File: config.mk
export PLATFORM = sky130hd
export DESIGN_NAME = char_line_renderer
export DESIGN_NICKNAME = d
export VERILOG_FILES = /design/src/rtl/char_pkg.sv /design/src/rtl/char_line_buffer.sv /design/src/rtl/char_line_renderer.sv
export SDC_FILE = /design/constraint.sdc
export NUM_CORES = 1
export LEC_CHECK = 0
export CAP_MARGIN = 20
export CORE_MARGIN = 8
export CORE_UTILIZATION = 40
export DETAILED_ROUTE_END_ITERATION = 10
export PLACE_DENSITY = 0.78
export RECOVER_POWER = 100
export SKIP_LAST_GASP = 1
export SLEW_MARGIN = 30
export SYNTH_ARGS = -nofsm -noshare
export SYNTH_HDL_FRONTEND = slang
export SYNTH_SLANG_ARGS = --single-unit
File: constraint.sdc
create_clock -name clk -period 2.4 [get_ports clk]
set_input_delay 0.36 -clock clk [delete_from_list [all_inputs] [get_ports clk]]
set_output_delay 0.36 -clock clk [all_outputs]
set_load 0.02 [all_outputs]
File: src/rtl/char_pkg.sv
// rtl/char_pkg.sv - shared geometry, widths and colours for the character line renderer
package char_pkg;
    localparam int GLYPH_W    = 8;
    localparam int GLYPH_H    = 16;
    localparam int CODE_W     = 2;
    localparam int ROW_W      = 4;
    localparam int ROM_ADDR_W = 6;
    localparam int LINE_CHARS = 16;

    localparam int COL_W   = $clog2(LINE_CHARS);
    localparam int COUNT_W = COL_W + 1;
    localparam int WIN_W   = GLYPH_W * LINE_CHARS;

    localparam logic [2:0] COLOR_FG_DEF = 3'b111;
    localparam logic [2:0] COLOR_BG_DEF = 3'b001;
endpackage

File: src/rtl/char_line_buffer.sv
// rtl/char_line_buffer.sv - 16x2 line store with append pointer, saturation and clear
module char_line_buffer
    import char_pkg::*;
(
    input  logic               clk,
    input  logic               reset,
    input  logic               wr_en,
    input  logic [CODE_W-1:0]  wr_code,
    input  logic               clear,
    input  logic [COL_W-1:0]   rd_idx,
    output logic [CODE_W-1:0]  rd_code,
    output logic [COUNT_W-1:0] count
);
    logic [CODE_W-1:0]  mem_q [LINE_CHARS];
    logic [CODE_W-1:0]  mem_d [LINE_CHARS];
    logic [COUNT_W-1:0] count_q, count_d;
    logic               full;

    assign full = (count_q == COUNT_W'(LINE_CHARS));

    // Clear only rewinds the count; stale entries stay but are never rendered.
    always_comb begin
        mem_d   = mem_q;
        count_d = count_q;
        if (clear) begin
            count_d = '0;
        end else if (wr_en && !full) begin
            mem_d[count_q[COL_W-1:0]] = wr_code;
            count_d = count_q + 1'b1;
        end
    end

    always_ff @(posedge clk) begin
        if (reset) count_q <= '0;
        else       count_q <= count_d;
    end

    always_ff @(posedge clk) begin
        mem_q <= mem_d;
    end

    assign rd_code = mem_q[rd_idx];
    assign count   = count_q;
endmodule

File: src/rtl/char_line_renderer.sv
// rtl/char_line_renderer.sv - overlays one 16-glyph text line onto the VGA pixel stream
module char_line_renderer
    import char_pkg::*;
#(
    parameter int         X_ORIGIN = 256,
    parameter int         Y_ORIGIN = 232,
    parameter logic [2:0] COLOR_FG = COLOR_FG_DEF,
    parameter logic [2:0] COLOR_BG = COLOR_BG_DEF
) (
    input  logic                  clk,
    input  logic                  reset,
    input  logic                  key_valid,
    input  logic [CODE_W-1:0]     key_code,
    input  logic                  key_clear,
    input  logic [9:0]            hcount,
    input  logic [9:0]            vcount,
    input  logic                  video_on,
    input  logic                  hsync_in,
    input  logic                  vsync_in,
    output logic                  rom_en,
    output logic [ROM_ADDR_W-1:0] rom_addr,
    input  logic [GLYPH_W-1:0]    rom_data,
    output logic [2:0]            rgb,
    output logic                  hsync_out,
    output logic                  vsync_out,
    output logic [COUNT_W-1:0]    char_count
);
    localparam logic [9:0] X_O = 10'(X_ORIGIN);
    localparam logic [9:0] Y_O = 10'(Y_ORIGIN);

    logic [9:0]        dx, dy;
    logic              in_win;
    logic [COL_W-1:0]  col;
    logic [2:0]        bit_idx;
    logic [ROW_W-1:0]  row;
    logic [CODE_W-1:0] cell_code;

    logic                  rom_en_q, rom_en_d;
    logic [ROM_ADDR_W-1:0] rom_addr_q, rom_addr_d;
    logic [2:0]            bit_q, bit_d;
    logic                  video_on_q, video_on_d;
    logic                  in_win_q, in_win_d;
    logic                  hsync1_q, hsync1_d, vsync1_q, vsync1_d;
    logic [2:0]            rgb_q, rgb_d;
    logic                  hsync2_q, hsync2_d, vsync2_q, vsync2_d;

    char_line_buffer u_buf (
        .clk     (clk),
        .reset   (reset),
        .wr_en   (key_valid),
        .wr_code (key_code),
        .clear   (key_clear),
        .rd_idx  (col),
        .rd_code (cell_code),
        .count   (char_count)
    );

    // Unsigned differences: anything left of/above the origin wraps large and fails the bounds.
    assign dx      = hcount - X_O;
    assign dy      = vcount - Y_O;
    assign in_win  = video_on && (dx < 10'(WIN_W)) && (dy < 10'(GLYPH_H));
    assign col     = dx[COL_W+2:3];
    assign bit_idx = dx[2:0];
    assign row     = dy[ROW_W-1:0];

    always_comb begin
        rom_en_d   = in_win && ({1'b0, col} < char_count);
        rom_addr_d = rom_en_d ? {cell_code, row} : '0;
        bit_d      = bit_idx;
        video_on_d = video_on;
        in_win_d   = in_win;
        hsync1_d   = hsync_in;
        vsync1_d   = vsync_in;
        hsync2_d   = hsync1_q;
        vsync2_d   = vsync1_q;
        rgb_d      = 3'b000;
        if (!video_on_q)
            rgb_d = 3'b000;
        else if (in_win_q && rom_en_q && rom_data[3'(GLYPH_W-1) - bit_q])
            rgb_d = COLOR_FG;
        else if (in_win_q)
            rgb_d = COLOR_BG;
    end

    always_ff @(posedge clk) begin
        if (reset) begin
            rom_en_q   <= 1'b0;
            rom_addr_q <= '0;
            bit_q      <= '0;
            video_on_q <= 1'b0;
            in_win_q   <= 1'b0;
            hsync1_q   <= 1'b1;
            vsync1_q   <= 1'b1;
            rgb_q      <= 3'b000;
            hsync2_q   <= 1'b1;
            vsync2_q   <= 1'b1;
        end else begin
            rom_en_q   <= rom_en_d;
            rom_addr_q <= rom_addr_d;
            bit_q      <= bit_d;
            video_on_q <= video_on_d;
            in_win_q   <= in_win_d;
            hsync1_q   <= hsync1_d;
            vsync1_q   <= vsync1_d;
            rgb_q      <= rgb_d;
            hsync2_q   <= hsync2_d;
            vsync2_q   <= vsync2_d;
        end
    end

    assign rom_en    = rom_en_q;
    assign rom_addr  = rom_addr_q;
    assign rgb       = rgb_q;
    assign hsync_out = hsync2_q;
    assign vsync_out = vsync2_q;
endmodule

==> Word level (Yosys, flattened, before mapping) <==
Cells that the tools add are included.
{ "totals": {"regBits": 56, "input_bits": 37, "output_inout_bits": 17, "word_cells": 66} }
{ "classes": {"n_addsub": 4, "n_lt_le_gt_ge": 7, "n_eq_ne": 1, "mux": 10, "bitwise": 5, "reduce_logical": 12} }
{ "op_table": {"columns": ["operator", "n"], "rows": [
  ["$bwmux W32", 1],
  ["$ge A5 B5 Y1 const B", 2],
  ["$lt A10 B5 Y1 const B", 1],
  ["$lt A10 B8 Y1 const B", 1],
  ["$not A4 Y5", 2],
  ["$sub A10 B8 Y10 const B", 1],
  ["$sub A10 B9 Y10 const B", 1],
  ["$bmux W2 S4", 1],
  ["$demux W2 S4", 1],
  ["$logic_and A1 B1 Y1", 7],
  ["$mux W2", 3],
  ["$reduce_or A2 Y1", 3],
  ["$add A5 B1 Y5 const B", 1],
  ["$eq A5 B5 Y1 const B", 1],
  ["$lt A4 B5 Y1", 1],
  ["$lt A5 B1 Y1 const B", 1],
  ["$lt A3 B4 Y1 const B", 1],
  ["$bmux W1 S3", 1],
  ["$mux W3", 1],
  ["$not A1 Y1", 3],
  ["$sub A3 B3 Y3 const A", 1],
  ["$mux W1", 2],
  ["$reduce_and A2 Y1", 1],
  ["$logic_not A1 Y1", 1]
]} }

==> Longest topological paths before layout <==
{ "depth": {"word_depth": 7, "ltp_mapped": 6, "depth_no_buf": 6} }

==> By module <==
Synthesis repeated with hierarchy kept, for this count alone.
{ "unflattened": {"hier_cells": 180, "hier_area_um2": 2439.8} }
{ "modules_own_cells": {"columns": ["module", "n_inst", "cells_per_inst", "area_per_inst_um2", "seq_area_each_um2"], "rows": [
  ["char_line_buffer", 1, 110, 1647.8, 1061.0],
  ["char_line_renderer", 1, 70, 792.0, 360.3]
]} }

==> Least setup slack after synthesis <==
OpenSTA, ideal clock, no wires.
{ "synth_path": {"path_type": "reg-to-reg", "from": "reg u_buf.count_q[0], in the netlist u_buf.count[0]", "to": "reg u_buf.mem_q[24] (netlist name) (enable)", "setup_ns": 0.329, "arrival_time_ns": 1.494, "t_required_ns": 2.071, "path_slack_ns": 0.578, "stages_incl_launch_ff": 7, "path_buffers": 0, "period_less_slack_ns": 1.822, "path_cell_list": "dfxtp_1 -> inv_1 -> ha_1 -> nand4bb_1 -> and3b_1 -> nand2_1 -> nor3_1"} }
{ "synth_between": {"elab_chain_cells": 4} }
{ "synth_rtl": {"columns": ["item", "line", "rtl"], "rows": [
  ["start: declaration", "char_line_buffer.sv:16", "logic [COUNT_W-1:0] count_q, count_d;"],
  ["start signal: assignment", "char_line_buffer.sv:35", "else count_q <= count_d;"],
  ["$eq A5 B5 Y1", "char_line_buffer.sv:19", "assign full = (count_q == COUNT_W'(LINE_CHARS));"],
  ["$logic_not A1 Y1", "char_line_buffer.sv:27", "end else if (wr_en && !full) begin"],
  ["$logic_and A1 B1 Y1", "char_line_buffer.sv:27", null],
  ["$reduce_and A2 Y1 (no line)", null, null],
  ["end signal: assignment", "char_line_buffer.sv:39", "mem_q <= mem_d;"],
  ["end: declaration", "char_line_buffer.sv:14", "logic [CODE_W-1:0] mem_q [LINE_CHARS];"]
]} }
No other way between the ends.
A chain may end at the register's enable or synchronous reset.

==> Final worst setup path <==
{ "layout_path": {"from": "reg u_buf.count_q[0], in the netlist u_buf.count[0]", "to": "reg u_buf.mem_q[31] (netlist name) (enable)"} }
The elaborated chain is that of the path after synthesis.

==> impl_metrics.json <==
{
  "status": "completed",
  "buffer_ports.inserted": 53,
  "power_report.internal_total_mw": 1.515,
  "cts_repair_resize_count": 0,
  "hold_path.class": "reg -> reg",
  "grt-ovfl-total": 0,
  "floorplan.die_area_sq_mm": 0.008518,
  "drcViolationCount": 0,
  "synthesis.area_per_instance_sq_um": 13.54,
  "gp_congestion": 0.7793,
  "main_combinational_cell_family_by_area_after_synthesis": "simple AND/OR/NAND/NOR gates",
  "layout_common_cells": "sky130_fd_sc_hd__edfxtp_1 (32), sky130_fd_sc_hd__clkdlybuf4s50_1 (31), sky130_fd_sc_hd__dfxtp_1 (23)",
  "final-instance-count-excl-fill": 301,
  "cts_post_setup_buffers_inserted": 0,
  "ioPinCount": 54,
  "post-route-cell-area_sq_mm": 0.003057,
  "netlist-cell-type-count": 34,
  "max_freq_mhz": 509.7,
  "launching_element_type_of_the_critical_path": "flip-flop",
  "place_worst_setup_slack_ps": 244.5,
  "fin_skew_ps": 6.988,
  "cp-end-kind": "flip-flop",
  "drt_first_pass_iters": 5,
  "setup_repair_after_global_routing_missed_its_margin": "no",
  "synth.ff_latch_count": 55,
  "synth_simple_gate_area_share_pct": 13.49,
  "worstMarginPinSlew_ps": 531.0,
  "dr.first_iter.drc_count": 48,
  "gr-usage-all-layers_pct": 11.83,
  "antennaDiodeCount": 0,
  "yosys.area.top_type": "sky130_fd_sc_hd__edfxtp_1",
  "tritoncts": "done",
  "synth_edf_count": 32,
  "final_core_util_pct": 54.84,
  "multi_input_comb_area_sq_um": 847.1,
  "synthAdderAreaFrac_pct": 4.299,
  "cts_root_buffer_type": "sky130_fd_sc_hd__clkbuf_8",
  "cpLargestDelayFamily": "simple AND/OR/NAND/NOR gates",
  "nets": 273,
  "dp_hpwl_mm": 3.768,
  "placed_cells": 293,
  "max_stage_delay_ps": 450,
  "initial_core_util_pct": 41.77,
  "power.clock.fraction_pct": 37.3,
  "worstSetupPathType": "reg -> reg",
  "timing.final.crit_share_pct": 81.75,
  "htree_levels": 2,
  "wirelength_mm": 4.891,
  "worstPathCellList": "inv_1 -> ha_1 -> nand4bb_1 -> and3b_1 -> nand2_1 -> nor3_1",
  "max_cap_violations": 0,
  "grt_antenna_before_repair": 0,
  "yosysSeqAreaShare_pct": 61.04,
  "rows": 27,
  "multiplexer_share_of_the_synthesized_area_pct": 11.02,
  "wire_length_of_the_first_global_routing_pass_mm": 7.845,
  "critPathSlowestCell": "sky130_fd_sc_hd__dfxtp_1",
  "switching_share_pct": 18.56,
  "syn_inst": 172,
  "die_h_um": 92.30,
  "tns_ps": 0,
  "via_count": 1527,
  "async_reset_ff_share_pct": 0,
  "worstSkewPairLatency_ps": 300,
  "die_w_um": 92.30,
  "worstSetupPathDepth": 6,
  "worst_setup_hold_path_clk_slew_ps": 90,
  "synth_fp_nets": 217,
  "postCtsHoldBufs": 0,
  "synthDominantCellAreaShare_pct": 41.27,
  "cp_data_arrival_time_ps": 1940,
  "postSynth.topFlopCell": "sky130_fd_sc_hd__edfxtp_1",
  "grt_start_max_net_pins": 17,
  "max_slew_margin_pct": 64.48,
  "irDropWorstVdd_mv": 0.3363,
  "via_per_inst": 5.073,
  "total_power_consumption_of_the_routed_design_mw": 1.860,
  "ff2ff_path_depth": 6,
  "warning_count_from_the_yosys_run": 0,
  "largest_cells_by_area_after_synthesis": "sky130_fd_sc_hd__edfxtp_1 (41%), sky130_fd_sc_hd__dfxtp_1 (20%), sky130_fd_sc_hd__mux4_2 (6.8%), sky130_fd_sc_hd__ha_1 (4.3%), sky130_fd_sc_hd__mux4_1 (3.4%)",
  "clock_sinks": 55,
  "finalMaxSlewViolations": 0,
  "postPlaceCellArea_sq_mm": 0.002930,
  "finalSetupViolCount": 0,
  "placeableCoreArea_sq_mm": 0.005574,
  "critPathMaxFanout": 6,
  "ant_nets": 0,
  "power.density_cell_area_mw_per_mm2": 608.5,
  "final-seq-area_sq_mm": 0.001421,
  "finalWorstPathRequiredPeriod_ps": 1962,
  "area_growth_syn_to_layout_pct": 31.27,
  "layout_setup_ws_ps": 437.9,
  "via_count_of_the_first_global_routing_pass": 1596,
  "avgRoutedWirePerCell_um": 16.25,
  "seqPwrFrac_pct": 54.4,
  "netlist_area_before_placement_sq_mm": 0.002328,
  "finalHoldWorstSlack_ps": 421.3,
  "total_leakage_power_nw": 1.120,
  "cts_buffer_depth": 2,
  "synth_xor_area_share_pct": 1.505,
  "critPathRequiredTime_ps": 2380,
  "synth-compound-area-share_pct": 6.072,
  "post_route_cells_drive_above_1_share_pct": 8.734,
  "netSwitchingPower_mw": 0.3453,
  "cts_inserted_buffers": 5,
  "min_path_cells": 1,
  "share_comb_of_total_power_pct": 8.3,
  "timing.critical_path.buf_inv": 1,
  "timing.final.hold_violations": 0,
  "n_fill_cell": 462,
  "layout_commonest_cell": "sky130_fd_sc_hd__edfxtp_1"
}
==> cell type report <==
type	count	share of cell area, %
Timing Repair Buffer	55	17.64
Multi-Input combinational cell	104	27.71
Sequential cell	55	46.50
Inverter	7	0.8596
Tap cell	72	2.947
Clock inverter	2	1.965
Clock buffer	6	2.374
==> logic make-up after synthesis <==
family / count (synthesis)
adders and majority gates: 8
DFF: 55
xor gates and xnor gates: 4
and+or+nand+nor: 61
buffers and inverters: 13
muxes: 12
AOI/OAI and AO/OA: 19
==> cells in the mapped netlist (3+ instances only) <==
cell type / instances
sky130_fd_sc_hd__a21oi_1: 6
sky130_fd_sc_hd__a22o_1: 4
sky130_fd_sc_hd__and3b_1: 4
sky130_fd_sc_hd__clkbuf_1: 4
sky130_fd_sc_hd__dfxtp_1: 23
sky130_fd_sc_hd__edfxtp_1: 32
sky130_fd_sc_hd__ha_1: 8
sky130_fd_sc_hd__inv_1: 7
sky130_fd_sc_hd__mux4_1: 3
sky130_fd_sc_hd__mux4_2: 7
sky130_fd_sc_hd__nand2_1: 10
sky130_fd_sc_hd__nand3_1: 4
sky130_fd_sc_hd__nor2_1: 17
sky130_fd_sc_hd__nor2b_1: 7
sky130_fd_sc_hd__nor3_1: 9
sky130_fd_sc_hd__or2_2: 4
sky130_fd_sc_hd__xnor2_1: 3
==> power by group through the flow <==
stage / sequential (mW) / clock, mW / combinational [mW]
floorplan: 1.03 / 0 / 0.0668
global placement: 1.03 / 0 / 0.157
detailed placement: 1.03 / 0 / 0.159
CTS: 1.01 / 0.703 / 0.161
global route: 1.01 / 0.741 / 0.170
finish: 1.01 / 0.694 / 0.155
==> registers in the layout, indices dropped and copies added, names as in the netlist, 2 cells and up <==
signal       flops
u_buf.mem_q     32
rom_addr         6
u_buf.count      5
bit_q            3
rgb              2
==> path summary, 6_finish.rpt <==
| path | slack [ps] | to | startpoint |
|---|---|---|---|
| max | 440 | u_buf.mem_q[31]$_DFFE_PP_ | u_buf.count[0]$_SDFFE_PP0P_ |
| min | 420 | vsync_out$_SDFF_PP1_ | vsync1_q$_SDFF_PP1_ |
| max reg2reg | 440 | u_buf.mem_q[31]$_DFFE_PP_ | u_buf.count[0]$_SDFFE_PP0P_ |
| min reg2reg | 420 | vsync_out$_SDFF_PP1_ | vsync1_q$_SDFF_PP1_ |
==> routing by layer <==
metal,part of all wire (%),wire length [um],track usage (%),up-vias
li1,-,-,-,750
met1,38,1873,12.59,720
met2,53,2616,20.80,51
met3,6.2,302,3.309,6
met4,2.0,98,6.443,0
met5,0,0,0,-
No activity file was read; power rests on OpenSTA's default activity.
